## config.mk

```make
export PLATFORM = sky130hd
export DESIGN_NAME = jtframe_6809_romcache
export DESIGN_NICKNAME = d
export VERILOG_FILES = /design/src/rtl/jtframe_6809_romcache.sv
export SDC_FILE = /design/constraint.sdc
export NUM_CORES = 1
export LEC_CHECK = 0
export CORE_MARGIN = 1
export CORE_UTILIZATION = 55
export CTS_BUF_LIST = sky130_fd_sc_hd__clkbuf_16
export DETAILED_ROUTE_END_ITERATION = 10
export PLACE_DENSITY = 0.9
export SETUP_SLACK_MARGIN = 0.2
export SLEW_MARGIN = 30
export SYNTH_ARGS = -nofsm -noshare
export SYNTH_HDL_FRONTEND = slang
export SYNTH_SLANG_ARGS = --single-unit
```

## constraint.sdc

```tcl
create_clock -name clk -period 4.99 [get_ports clk]
set_input_delay 1.497 -clock clk [delete_from_list [all_inputs] [get_ports clk]]
set_output_delay 1.497 -clock clk [all_outputs]
set_load 0.02 [all_outputs]
```

## src/rtl/jtframe_6809_romcache.sv

```systemverilog
// Two-entry tagged word cache between the 6809 ROM bus and the SDRAM ROM port.
// Hits answer combinationally; misses issue one SDRAM word request at a time.
module jtframe_6809_romcache #(
    parameter int AW   = 15,
    parameter int CNTW = 16
) (
    input  logic            clk,
    input  logic            rstn,
    input  logic            rom_cs,
    input  logic [AW-1:0]   rom_addr,
    input  logic            flush,
    output logic            rom_ok,
    output logic [7:0]      rom_dout,
    output logic            sdram_req,
    output logic [AW-2:0]   sdram_addr,
    input  logic            sdram_ack,
    input  logic            sdram_dok,
    input  logic [15:0]     sdram_data,
    output logic [CNTW-1:0] miss_cnt
);

    typedef enum logic [1:0] {IDLE, REQ, WAIT} state_t;

    state_t        state, state_n;
    logic [1:0]    valid;
    logic [AW-2:0] tag  [2];
    logic [15:0]   data [2];
    logic          victim;
    logic          stale;
    logic [1:0]    match;
    logic [AW-2:0] word_addr;
    logic [15:0]   hit_word;
    logic          start;
    logic          done;
    logic          fill;

    assign word_addr = rom_addr[AW-1:1];

    always_comb begin
        match = '0;
        for (int e = 0; e < 2; e++)
            match[e] = rom_cs & valid[e] & (tag[e] == word_addr);
    end

    assign rom_ok   = |match;
    assign hit_word = match[0] ? data[0] : data[1];
    assign rom_dout = rom_ok ? (rom_addr[0] ? hit_word[15:8] : hit_word[7:0]) : 8'd0;

    // done marks the end of a transaction; the word is only kept if no flush
    // arrived while it was in flight or in the same cycle
    always_comb begin
        state_n = state;
        start   = 1'b0;
        done    = 1'b0;
        case (state)
            IDLE: if (rom_cs && !rom_ok && !flush) begin
                state_n = REQ;
                start   = 1'b1;
            end
            REQ: if (sdram_ack) begin
                done    = sdram_dok;
                state_n = sdram_dok ? IDLE : WAIT;
            end
            WAIT: if (sdram_dok) begin
                done    = 1'b1;
                state_n = IDLE;
            end
            default: state_n = IDLE;
        endcase
    end

    assign fill = done & ~stale & ~flush;

    always_ff @(posedge clk or negedge rstn) begin
        if (!rstn) state <= IDLE;
        else       state <= state_n;
    end

    always_ff @(posedge clk or negedge rstn) begin
        if (!rstn) begin
            sdram_req  <= 1'b0;
            sdram_addr <= '0;
            miss_cnt   <= '0;
            stale      <= 1'b0;
        end else begin
            if (start) begin
                sdram_req  <= 1'b1;
                sdram_addr <= word_addr;
                if (miss_cnt != '1) miss_cnt <= miss_cnt + CNTW'(1);
            end else if (state == REQ && sdram_ack) begin
                sdram_req  <= 1'b0;
            end
            if (done)                        stale <= 1'b0;
            else if (flush && state != IDLE) stale <= 1'b1;
        end
    end

    always_ff @(posedge clk or negedge rstn) begin
        if (!rstn) begin
            valid  <= '0;
            victim <= 1'b0;
            tag    <= '{default: '0};
            data   <= '{default: '0};
        end else begin
            if (flush)     valid         <= '0;
            else if (fill) valid[victim] <= 1'b1;
            if (fill) begin
                tag[victim]  <= sdram_addr;
                data[victim] <= sdram_data;
                victim       <= ~victim;
            end
        end
    end

endmodule

```

==> After elaboration in Yosys (flattened, before gate mapping) <==
Index checks and enable logic that the tools add are counted.
{ "op_classes": {"muxes": 27, "n_reduce_logical": 16, "eq_ne": 8, "bitwise": 11, "n_addsub": 1, "n_lt_le_gt_ge": 4} }
{ "ops": {"columns": ["op", "count"], "rows": [
  ["$bwmux W32", 1],
  ["$mux W16", 2],
  ["$bwmux W28", 1],
  ["$eq A14 B14 Y1", 2],
  ["$add A16 B1 Y16 const B", 1],
  ["$demux W16 S1", 1],
  ["$mux W8", 2],
  ["$ne A16 B16 Y1 const B", 1],
  ["$demux W14 S1", 1],
  ["$mux W14", 1],
  ["$mux W2", 6],
  ["$mux W1", 9],
  ["$reduce_bool A2 Y1", 4],
  ["$and A1 B1 Y1", 6],
  ["$logic_and A1 B1 Y1", 6],
  ["$ne A2 B2 Y1 const B", 3],
  ["$pmux W2 S3", 1],
  ["$not A1 Y1", 3],
  ["$reduce_and A3 Y1", 1],
  ["$eq A2 B1 Y1 const B", 1],
  ["$eq A2 B2 Y1 const B", 1],
  ["$ge A2 B2 Y1 const B", 1],
  ["$logic_not A1 Y1", 2],
  ["$logic_not A2 Y1", 1],
  ["9 further kinds", 9]
]} }
{ "totals": {"ff_bits": 97, "out_inout_bits": 40, "in_bits": 37, "elab_cells": 78} }

==> Depth between registers and ports, before layout <==
{ "logic_depth": {"ltp_word": 9, "depth_mapped": 7, "depth_no_buf": 6} }

==> Worst setup path before layout <==
No wires, ideal clock.
{ "synth_path": {"path_kind": "input-to-output", "start": "input rom_addr[9]", "end": "output rom_dout[0]", "required_time_ns": 3.493, "path_stages": 6, "t_arrival_ns": 2.858, "n_path_buf": 1, "slack_ns": 0.635, "cell_sequence": "xor2_1 > nor4_1 > nand4_1 > buf_6 > mux4_2 > nor2b_1"} }
{ "synth_via": {"elab_chain_len": 5, "elab_cells_between_ends": 8, "classes_between": "eq/ne (2); mux (3); bitwise (2); reduce/logical (1)"} }
{ "synth_rtl": {"columns": ["element", "line_no", "text"], "rows": [
  ["from (decl)", "10", "input logic [AW-1:0] rom_addr,"],
  ["$eq A14 B14 Y1", "42", "match[e] = rom_cs & valid[e] & (tag[e] == word_addr);"],
  ["$and A1 B1 Y1", "42", null],
  ["$mux W16", "46", "assign hit_word = match[0] ? data[0] : data[1];"],
  ["$mux W8", "47", "assign rom_dout = rom_ok ? (rom_addr[0] ? hit_word[15:8] : hit_word[7:0]) : 8'd0;"],
  ["$mux W8 *", "47", null],
  ["to (decl)", "13", "output logic [7:0] rom_dout,"]
]} }
Mark *: on every way between the ends. The rest lies on a longest branch, timed or not.

==> Worst setup path after layout <==
{ "layout_path": {"start": "input rom_addr[4]", "end": "output rom_dout[0]"} }
Same word-level chain as after synthesis.

==> flow_metrics.env <==
export IMPL_whs_ns=0.481
export IMPL_drt_iter0_drc=177
export IMPL_yosysTopAreaCell="dfrtp_1"
export IMPL_cp_common_cell="buf_6"
export IMPL_grt_pass1_vias=3128
export IMPL_io_pins=77
export IMPL_met2WireLength_microns=4740
export IMPL_status="finished clean"
export IMPL_die_area_sq_um=8410
export IMPL_route_detailed_drc=0
export IMPL_critical_path_slowest_cell="mux4_2"
export IMPL_timing_final_crit_share_pct=94.7
export IMPL_finClkSkew_ns=0.00684
export IMPL_finalSetupViolCount=0
export IMPL_cp_top_family="simple AND/OR/NAND/NOR gates"
export IMPL_design_area_sq_um=5770
export IMPL_dp_cells=510
export IMPL_startpoint_type="primary input"
export IMPL_synth_warnings=0
export IMPL_route_met3_wl_microns=344
export IMPL_path_class="primary input to primary output"
export IMPL_timing_hold_violations_final=0
export IMPL_synth_top_cell_area_share_pct=54.8
export IMPL_ir_worst_vdd_mv=0.326
export IMPL_worstSkewPairLatency_ns=0.34
export IMPL_cts_tree="built"
export IMPL_overflow=0
export IMPL_multi_input_area_sq_um=2000
export IMPL_syn_inst=325
export IMPL_cp_cell_sequence="buf_6, xor2_2, nor4_4, nand4_1, buf_6, buf_12, mux4_2, nor2b_1, buf_2"
export IMPL_cts_root_buf="clkbuf_16"
export IMPL_area_delta_synth_final_pct=30.4
export IMPL_die_y_microns=91.7
export IMPL_syn_num_nets=366
export IMPL_cts_sinks=97
export IMPL_ys_types=31
export IMPL_totalWireLength_microns=9510
export IMPL_final_nets=465
export IMPL_crit_arrival_ns=3.23
export IMPL_drv_cap=0
export IMPL_antenna_found_initial=1
export IMPL_fin_cells=531
export IMPL_min_path_type="flip-flop to flip-flop"
export IMPL_synth_seq_area_share_pct=54.8
export IMPL_register_area_sq_um=2430
export IMPL_dp_final_hpwl_microns=6120
export IMPL_core_area_sq_um=7770
export IMPL_grt_total_usage_pct=24.7
export IMPL_numCtsBuffers=9
export IMPL_ant_nets=0
export IMPL_avgRoutedWirePerCell_microns=17.9
export IMPL_rsz0062_at_grt="true"
export IMPL_clockBufferDepth=2
export IMPL_final_common_cell="dfrtp_1"
export IMPL_fillers=515
export IMPL_worst_slew_pin_slew_ns=0.828
export IMPL_ys_top_cells_by_area="dfrtp_1 (55%), mux2_2 (20%), xor2_1 (7.7%)"
export IMPL_syn_cell_area_sq_um=4430
export IMPL_rows=32
export IMPL_top_layer_used="met4"
export IMPL_critPathBufInv=4
export IMPL_via_count=2944
export IMPL_drive_gt1_share_pct=36.8
export IMPL_leakage_nw=2.79
export IMPL_path_max_fanout=6
export IMPL_critical_path_max_stage_delay_ns=0.42
export IMPL_drt_pass1_iter_count=4
export IMPL_slew_viol_final=0
export IMPL_maxClockFrequency_mhz=212
export IMPL_synth_area_per_cell_sq_um=13.6
export IMPL_via_per_inst=5.54
export IMPL_grt_pass1_wl_microns=15900
export IMPL_maxSlewHeadroom_pct=44.8
export IMPL_n_antenna_cell=0
export IMPL_grt_max_degree=66
export IMPL_ys_seq_elements=97
export IMPL_start_util_pct=57.0
export IMPL_path_clk_slew_ns=0.06
export IMPL_die_width_microns=91.7
export IMPL_drt_met1_wl_microns=4290
export IMPL_final_min_clock_period_ns=4.73
export IMPL_h_tree_depth=3
export IMPL_critPathRequiredTime_ns=3.49
export IMPL_placed_area_sq_um=5410
export IMPL_endpoint_kind="primary output"
export IMPL_io_buffers=76
export IMPL_place_gp_congestion=0.792
export IMPL_most_common_layout_cells="dfrtp_1 (97), mux2_2 (78), clkdlybuf4s50_1 (51)"
export IMPL_p_per_area_nw_per_um2=444
## per-stage QoR
step | setup slack [ns] | util [%] | setup TNS [ns] | power (mW)
detailed placement | -0.526 | 69.6 | -4.37 | 1.86
global placement | -0.496 | 69.6 | -4.26 | 1.83
global route | 0.188 | 74.3 | 0 | 2.68
CTS | 0.152 | 73.6 | 0 | 2.57
floorplan | 0.635 | - | 0 | 1.54
finish | 0.265 | 74.3 | 0 | 2.56
## where the power goes
group / total, mW / internal [mW] / switching (mW)
clock: 0.671 / 0.384 / 0.287
combinational: 0.734 / 0.403 / 0.331
sequential: 1.16 / 0.992 / 0.165
## per-layer routing
metal	track usage (%)	up-vias
li1	-	1350
met1	33.5	1506
met2	40.5	77
met3	3.81	11
met4	8.98	0
met5	0	-
## sequential cells by signal, summed over array words and instances (netlist names)
name	cells
data	32
tag	28
miss_cnt	16
sdram_addr	14
state	2
valid	2
sdram_req	1
stale	1
victim	1
## layout make-up
| type | instances | area share, % |
|---|---|---|
| inverters | 9 | 0.585 |
| flip-flops and latches | 97 | 42.1 |
| repair buffers | 100 | 15.5 |
| clock buffers | 9 | 3.90 |
| clock inverters | 7 | 1.11 |
| multi-input cells | 207 | 34.6 |
| well taps | 102 | 2.21 |
## final timing paths
path | from | endpoint | slack [ns] | cells after the start
max in group asynchronous | rstn | tag[26]$_DFFE_PN0P_ | 2.80 | 2
worst max register to register | state[0]$_DFFE_PN0P_ | data[28]$_DFFE_PN0P_ | 2.41 | 7
worst max-delay path | rom_addr[4] | rom_dout[0] | 0.26 | 9
min in group asynchronous | rstn | data[20]$_DFFE_PN0P_ | 1.25 | 1
worst min register to register | valid[0]$_DFFE_PN0P_ | valid[0]$_DFFE_PN0P_ | 0.48 | 1
worst min-delay path | valid[0]$_DFFE_PN0P_ | valid[0]$_DFFE_PN0P_ | 0.48 | 1
## cell usage after synthesis
cell type	number
a2111o_1	1
a21o_1	1
a21oi_1	2
and2_1	1
and3_1	2
buf_1	2
buf_2	5
buf_4	2
buf_6	1
clkbuf_1	3
dfrtp_1	97
ha_1	4
inv_1	9
mux2_2	78
mux4_2	8
nand2_1	13
nand2b_1	1
nand3_1	6
nand4_1	5
nor2_1	3
nor2b_1	10
nor3_1	6
nor3b_1	2
nor4_1	13
nor4b_1	3
o21a_1	1
o21ai_0	3
o22a_1	1
o22ai_1	1
xnor2_1	2
xor2_1	39
## kinds of logic after synthesis
kind of cell,Yosys count,synth area share (%)
fa+ha+maj,4,1.13
compound gates,10,1.50
buf+inv,22,2.35
xor+xnor,41,8.11
flops,97,54.8
simple gates,65,8.17
mux,86,23.9
## worst register-to-register path, stage by stage, from the launching register on
cell and delay, ns:
dfrtp_1 0.37, inv_1 0.09, ha_1 0.29, nand2_1 0.08, nor4_1 0.47, nor2b_2 0.33, buf_4 0.43, mux2_2 0.41
## what timing repair did
action / in CTS / in global routing
pin swaps: 11 / 4
resized for setup: 93 / 9
endpoints found under the hold margin: 0 / 0
setup buffers: 0 / 3
hold buffers: 0 / 0
cloned: 1 / 1
endpoints found under the setup margin: 9 / 9
Note: power is estimated with default switching activity, not from simulation.
